===== src/rtl/wta_winner_monitor.sv =====
// -----------------------------------------------------------------------------
// wta_winner_monitor
//   Downstream monitor for a 2-channel winner-take-all stage. The incoming byte
//   carries the high-channel amplitude in [7:4] and the low-channel amplitude in
//   [3:0]; the losing nibble is normally zero. The winner class must be seen on
//   HOLD_CYCLES enabled samples before it locks. While locked, the monitor
//   reports the winner, its latest amplitude and a saturating streak count.
//   A sample with both nibbles nonzero is malformed and raises err.
//
// Ports
//   clk           in   rising-edge clock
//   rst           in   synchronous active-high reset (overrides en)
//   en            in   sample enable
//   u_in[7:0]     in   winner-take-all output vector
//   winner[1:0]   out  00 none, 01 high channel, 10 low channel
//   winner_valid  out  one-cycle pulse on every new lock
//   amp[3:0]      out  amplitude of the locked winner
//   streak        out  samples the current winner has held (saturating)
//   err           out  one-cycle pulse for a sample with both nibbles nonzero
//   switch_cnt    out  locks onto a class differing from the previous lock
//                      (present only with WTA_MON_SWITCH_CNT_EN defined)
//
// Optional feature macro: WTA_MON_SWITCH_CNT_EN
// -----------------------------------------------------------------------------
module wta_winner_monitor #(
   parameter int HOLD_CYCLES = 4,
   parameter int CNT_W       = 8,
   parameter int THRESH      = 1
) (
   input  logic             clk,
   input  logic             rst,
   input  logic             en,
   input  logic [7:0]       u_in,
   output logic [1:0]       winner,
   output logic             winner_valid,
   output logic [3:0]       amp,
   output logic [CNT_W-1:0] streak,
   output logic             err
`ifdef WTA_MON_SWITCH_CNT_EN
   ,
   output logic [CNT_W-1:0] switch_cnt
`endif
);

   typedef enum logic [1:0] {
      ST_IDLE   = 2'b00,
      ST_CAND   = 2'b01,
      ST_LOCKED = 2'b10
   } state_t;

   localparam logic [1:0]       CLS_NONE   = 2'b00;
   localparam logic [1:0]       CLS_HI     = 2'b01;
   localparam logic [1:0]       CLS_LO     = 2'b10;
   localparam logic [3:0]       THR        = 4'(THRESH);
   localparam logic [CNT_W-1:0] HOLD_C     = CNT_W'(HOLD_CYCLES);
   localparam logic [CNT_W-1:0] CNT_ONE    = {{(CNT_W-1){1'b0}}, 1'b1};
   localparam logic [CNT_W-1:0] STREAK_MAX = {CNT_W{1'b1}};

   state_t           r_state;
   logic [1:0]       r_cand;
   logic [CNT_W-1:0] r_cnt;
   logic [1:0]       r_winner;
   logic [3:0]       r_amp;
   logic [CNT_W-1:0] r_streak;
   logic             r_valid;
   logic             r_err;

   state_t           w_state_nx;
   logic [1:0]       w_cand_nx;
   logic [CNT_W-1:0] w_cnt_nx;
   logic [1:0]       w_winner_nx;
   logic [3:0]       w_amp_nx;
   logic [CNT_W-1:0] w_streak_nx;
   logic             w_valid_nx;
   logic             w_err_nx;
   logic             w_lock;

   logic [3:0]       w_hi;
   logic [3:0]       w_lo;
   logic [1:0]       w_cls;
   logic [3:0]       w_nib;
   logic             w_both;

   assign w_hi   = u_in[7:4];
   assign w_lo   = u_in[3:0];
   assign w_both = (w_hi != 4'd0) && (w_lo != 4'd0);

   // Classify the incoming sample and pick the amplitude of its active channel.
   always_comb begin
      w_cls = CLS_NONE;
      w_nib = 4'd0;
      if ((w_hi >= THR) && (w_lo == 4'd0)) begin
         w_cls = CLS_HI;
         w_nib = w_hi;
      end else if ((w_lo >= THR) && (w_hi == 4'd0)) begin
         w_cls = CLS_LO;
         w_nib = w_lo;
      end else begin
         w_cls = CLS_NONE;
         w_nib = 4'd0;
      end
   end

   // Next-state and next-output logic of the debounce FSM.
   always_comb begin
      w_state_nx  = r_state;
      w_cand_nx   = r_cand;
      w_cnt_nx    = r_cnt;
      w_winner_nx = r_winner;
      w_amp_nx    = r_amp;
      w_streak_nx = r_streak;
      w_valid_nx  = 1'b0;
      w_err_nx    = 1'b0;
      w_lock      = 1'b0;
      if (en) begin
         w_err_nx = w_both;
         if (w_cls == CLS_NONE) begin
            // Only dropping out of a lock clears the reported winner;
            // abandoning a candidate leaves the retained outputs alone.
            w_state_nx = ST_IDLE;
            if (r_state == ST_LOCKED) begin
               w_winner_nx = CLS_NONE;
               w_amp_nx    = 4'd0;
               w_streak_nx = {CNT_W{1'b0}};
            end else begin
               w_winner_nx = r_winner;
            end
         end else begin
            case (r_state)
               ST_LOCKED: begin
                  if (w_cls == r_winner) begin
                     w_amp_nx = w_nib;
                     if (r_streak != STREAK_MAX) begin
                        w_streak_nx = r_streak + CNT_ONE;
                     end else begin
                        w_streak_nx = r_streak;
                     end
                  end else begin
                     w_state_nx = ST_CAND;
                     w_cand_nx  = w_cls;
                     w_cnt_nx   = CNT_ONE;
                     w_lock     = (HOLD_C == CNT_ONE);
                  end
               end
               ST_CAND: begin
                  if (w_cls == r_cand) begin
                     w_cnt_nx = r_cnt + CNT_ONE;
                     w_lock   = ((r_cnt + CNT_ONE) == HOLD_C);
                  end else begin
                     w_cand_nx = w_cls;
                     w_cnt_nx  = CNT_ONE;
                     w_lock    = (HOLD_C == CNT_ONE);
                  end
               end
               default: begin
                  w_state_nx = ST_CAND;
                  w_cand_nx  = w_cls;
                  w_cnt_nx   = CNT_ONE;
                  w_lock     = (HOLD_C == CNT_ONE);
               end
            endcase
            // Lock action overrides whatever the candidate path chose.
            if (w_lock) begin
               w_state_nx  = ST_LOCKED;
               w_winner_nx = w_cls;
               w_amp_nx    = w_nib;
               w_streak_nx = HOLD_C;
               w_valid_nx  = 1'b1;
            end else begin
               w_valid_nx  = 1'b0;
            end
         end
      end else begin
         w_err_nx = 1'b0;
      end
   end

   // FSM state and output registers.
   always_ff @(posedge clk) begin
      if (rst) begin
         r_state  <= ST_IDLE;
         r_cand   <= CLS_NONE;
         r_cnt    <= {CNT_W{1'b0}};
         r_winner <= CLS_NONE;
         r_amp    <= 4'd0;
         r_streak <= {CNT_W{1'b0}};
         r_valid  <= 1'b0;
         r_err    <= 1'b0;
      end else begin
         r_state  <= w_state_nx;
         r_cand   <= w_cand_nx;
         r_cnt    <= w_cnt_nx;
         r_winner <= w_winner_nx;
         r_amp    <= w_amp_nx;
         r_streak <= w_streak_nx;
         r_valid  <= w_valid_nx;
         r_err    <= w_err_nx;
      end
   end

   assign winner       = r_winner;
   assign winner_valid = r_valid;
   assign amp          = r_amp;
   assign streak       = r_streak;
   assign err          = r_err;

`ifdef WTA_MON_SWITCH_CNT_EN
   // Last locked class persists across drops to IDLE; CLS_NONE means
   // nothing has locked since reset, so the first lock is not a switch.
   logic [1:0]       r_last_cls;
   logic [CNT_W-1:0] r_switch_cnt;
   logic [1:0]       w_last_cls_nx;
   logic [CNT_W-1:0] w_switch_cnt_nx;

   // Count locks whose class differs from the previous lock.
   always_comb begin
      w_last_cls_nx   = r_last_cls;
      w_switch_cnt_nx = r_switch_cnt;
      if (w_lock) begin
         w_last_cls_nx = w_cls;
         if ((r_last_cls != CLS_NONE) && (r_last_cls != w_cls)) begin
            w_switch_cnt_nx = r_switch_cnt + CNT_ONE;
         end else begin
            w_switch_cnt_nx = r_switch_cnt;
         end
      end else begin
         w_last_cls_nx = r_last_cls;
      end
   end

   // Switch counter registers.
   always_ff @(posedge clk) begin
      if (rst) begin
         r_last_cls   <= CLS_NONE;
         r_switch_cnt <= {CNT_W{1'b0}};
      end else begin
         r_last_cls   <= w_last_cls_nx;
         r_switch_cnt <= w_switch_cnt_nx;
      end
   end

   assign switch_cnt = r_switch_cnt;
`endif

endmodule

===== config.mk =====
export PLATFORM = sky130hd
export DESIGN_NAME = wta_winner_monitor
export DESIGN_NICKNAME = d
export VERILOG_FILES = /design/src/rtl/wta_winner_monitor.sv
export SDC_FILE = /design/constraint.sdc
export NUM_CORES = 1
export LEC_CHECK = 0
export ABC_CLOCK_PERIOD_IN_PS = 5600
export CAP_MARGIN = 25
export CORE_ASPECT_RATIO = 0.5
export CORE_MARGIN = 2
export CORE_UTILIZATION = 50
export CTS_BUF_LIST = sky130_fd_sc_hd__clkbuf_2
export CTS_CLUSTER_SIZE = 16
export DETAILED_ROUTE_END_ITERATION = 12
export PLACE_DENSITY_LB_ADDON = 0.1
export SYNTH_ARGS = -nofsm -noshare
export SYNTH_HDL_FRONTEND = slang
export SYNTH_SLANG_ARGS = --single-unit
export TNS_END_PERCENT = 10

===== constraint.sdc =====
create_clock -name clk -period 5.6 [get_ports clk]
set_clock_uncertainty 0.1 [all_clocks]
set_input_delay 1.12 -clock clk [delete_from_list [all_inputs] [get_ports clk]]
set_output_delay 1.12 -clock clk [all_outputs]
set_load 0.005 [all_outputs]

==> results.tsv <==
metric	value	unit
die width	85.9	um
Synth top area share	0.334	
row count	14	
clock latency on the worst-skew pair	0.38	ns
Resized cells post-CTS	0	
status	complete, no violations	
Tightest Pin Transition	0.851	ns
Post-synth top cells	dfxtp_1, nor2_1, a21oi_1, o21ai_0, nand2_1	
Final Max Slew Viols	0	
Final Worst Setup Slack	1.99	ns
Post-Syn Instances	197	
mapped cell area	0.00168	sq mm
register-to-register setup slack	3.03	ns
share of cells above drive strength 1	0.0776	
number of synthesized flops with an enable pin	0	
n_diodes	0	
FMAX	277	MHz
Comb power frac	0.119	
Placement Setup Slack	1.58	ns
# H-tree levels	1	
Fin. Hold Viols	0	
worst-path cell chain	clkdlybuf4s50_1 > nor4_4 > nand2b_2 > o22ai_4 > o21ai_4 > o21a_1 > nand2_1 > a211oi_2	
reg2reg start	r_cnt[0]	
deepest clock path buffer count	2	
vias in the first global route	1281	
CP Max Fanout	13	
dominant synthesized flop cell	dfxtp_1	
DR top layer	met4	
first-pass GRT wire length	6.04	mm
IO buf count	26	
CP max-delay cell	nor4_4	
Setup Viol. Count Final	0	
Num CTS Buffers	3	
Setup Crit Path Kind	input port to register	
post-route ant nets	0	
RD Place Congestion	0.828	
Yosys reg bits	28	
clock share of power	0.240	
DRT Pass-1 Iters	4	
maximum vdd ir drop	0.0000889	V
Worst slew margin	0.429	
Worst-path clk slew	0.25	ns
Post-CTS Hold Buffers	0	
Detailed Place HPWL	2.70	mm
DRC	0	
GRT Total Usage	0.201	
Net Count, Synth	211	
Area growth syn-to-layout	17.7	%
min Tclk post-route	3.61	ns
crit share post-route	0.645	
sequential power share	0.640	
crit-path max cell delay	0.78	ns
# Post-CTS Setup Buffers	0	
crit path from	u_in[1]	
fraction of power spent switching nets	0.261	
DIE HEIGHT	45.0	um
met2 WL	1.66	mm
Core Area	0.00310	sq mm
via/cell ratio	5.92	
gr ovfl total	0	
r2r worst-path depth	8	
Area contributors post-synth	dfxtp_1, a21oi_1, nor2_1, o21ai_0, a221oi_1	
root buf cell	clkbuf_2	
nets	234	
yosys warns	0	
CP startpoint kind	input port	
most common cell in the synthesized netlist	dfxtp_1	
Yosys top cell by area	dfxtp_1	
total of max-cap violations	0	
Crit. End Element	register	
sequential share of the synthesized area	0.334	
WL met3	223	um
CTS Sinks	28	
fill cell count	276	
die area	0.00386	sq mm
synth unique cells	48	
io pins	27	
M1 WL	1.73	mm
pwr/cell area	161	mW/mm^2
hold slack	0.411	ns
initial antenna violation count	0	
WP data arrival	3.84	ns
final WL	3.65	mm
share of flip-flops with an asynchronous set or reset	0	
Switch Pwr	0.0000829	W
RSZ-0062 raised after global routing	false	
drt wl/cell	14.1	um
initial DRC count	102	
setup TNS	0	ns
starting density of the core	0.541	
CP endpoint	streak[7]	
via count	1534	
Internal	0.000234	W
largest net degree at the start of global routing	30	
Hold Path Class	register to register	
Critical R2R Capture	streak[7]	
Mapped Avg Cell Area	8.52	sq um
LEAKAGE	0.616	nW
CTS tree	built	
worst path required time	5.83	ns
==> cell type report <==
cell class	instances	area, sq um	area share
inverters	4	15.0	0.00760
clock inverters	1	3.75	0.00190
clock buffers	3	15.0	0.00760
flip-flops and latches	28	561	0.284
multi-input cells	156	1040	0.528
repair buffers	27	288	0.146
well taps	40	50.0	0.0253
==> metrics by stage <==
step,power (W),instance area (sq um),instances,utilization
3_3_place_gp,0.000242,1930,254,0.622
5_1_grt,0.000332,1970,259,0.637
4_1_cts,0.000320,1950,258,0.628
2_1_floorplan,0.000230,1680,197,-
6_report,0.000317,1970,259,0.637
3_5_place_dp,0.000242,1930,254,0.622
==> power by group through the flow <==
stage | sequential [W] | clock (W) | combinational, W
after floorplan | 0.000206 | 0 | 0.0000232
after global placement | 0.000207 | 0 | 0.0000350
after detailed placement | 0.000207 | 0 | 0.0000353
after CTS | 0.000203 | 0.0000812 | 0.0000355
after global routing | 0.000204 | 0.0000874 | 0.0000409
final | 0.000203 | 0.0000762 | 0.0000378
==> routing by layer <==
layer,vias up,global-route usage
met5,-,0
met2,46,0.332
met3,5,0.0494
li1,776,-
met4,0,0.0476
met1,707,0.271
==> layout by cell type, fill, tap and decap left out, drive strengths merged, types with 2 or more instances in the layout <==
cell type      synthesis  routed
and2                   4       4
clkdlybuf4s50          0      26
o31ai                  6       6
a21oi                 19      19
and3                   4       4
o21ai                 21      21
nor4                   2       2
inv                    4       4
xnor2                  3       3
o21a                   3       3
a22oi                  3       3
nand3                  8       8
or3b                   5       5
nor4b                  2       2
nor2b                  2       2
nor2                  22      22
a221oi                 5       5
a211oi                 3       3
nor3                   9       9
clkbuf                 5       3
or4                    4       4
ha                     3       3
dfxtp                 28      28
nand2b                 4       4
nand2                 12      12
==> how the worst min path moves through the flow <==
stage | from | endpoint | cells after the start
floorplan | r_state[1] | r_state[1] | 2
global placement | amp[2] | amp[2] | 2
detailed placement | amp[0] | amp[0] | 2
CTS | amp[0] | amp[0] | 2
global route | amp[2] | amp[2] | 2
finish | amp[0] | amp[0] | 2
==> cells by family (layout without fill, tap and decap cells) <==
logic type,Yosys count,in the layout,synth area share
AO/OA/AOI/OAI,65,65,0.268
XOR/XNOR,3,3,0.0268
multiplexers,1,1,0.00597
adder cells (fa/ha/maj),3,3,0.0224
buffers and inverters,13,35,0.0447
flip-flops,28,28,0.334
AND/OR/NAND/NOR,84,84,0.298
==> state kept, by name (all words and copies together) (netlist names) <==
name          flops
r_cnt             8
streak            8
amp               4
r_cand            2
r_state           2
winner            2
err               1
winner_valid      1
==> critical path, delay by kind of cell <==
| kind | cells | cell delay, ns |
|---|---|---|
| buf+inv | 1 | 0.46 |
| compound gates | 4 | 1.06 |
| simple gates | 3 | 1.20 |
(Power assumes the default switching activity.)
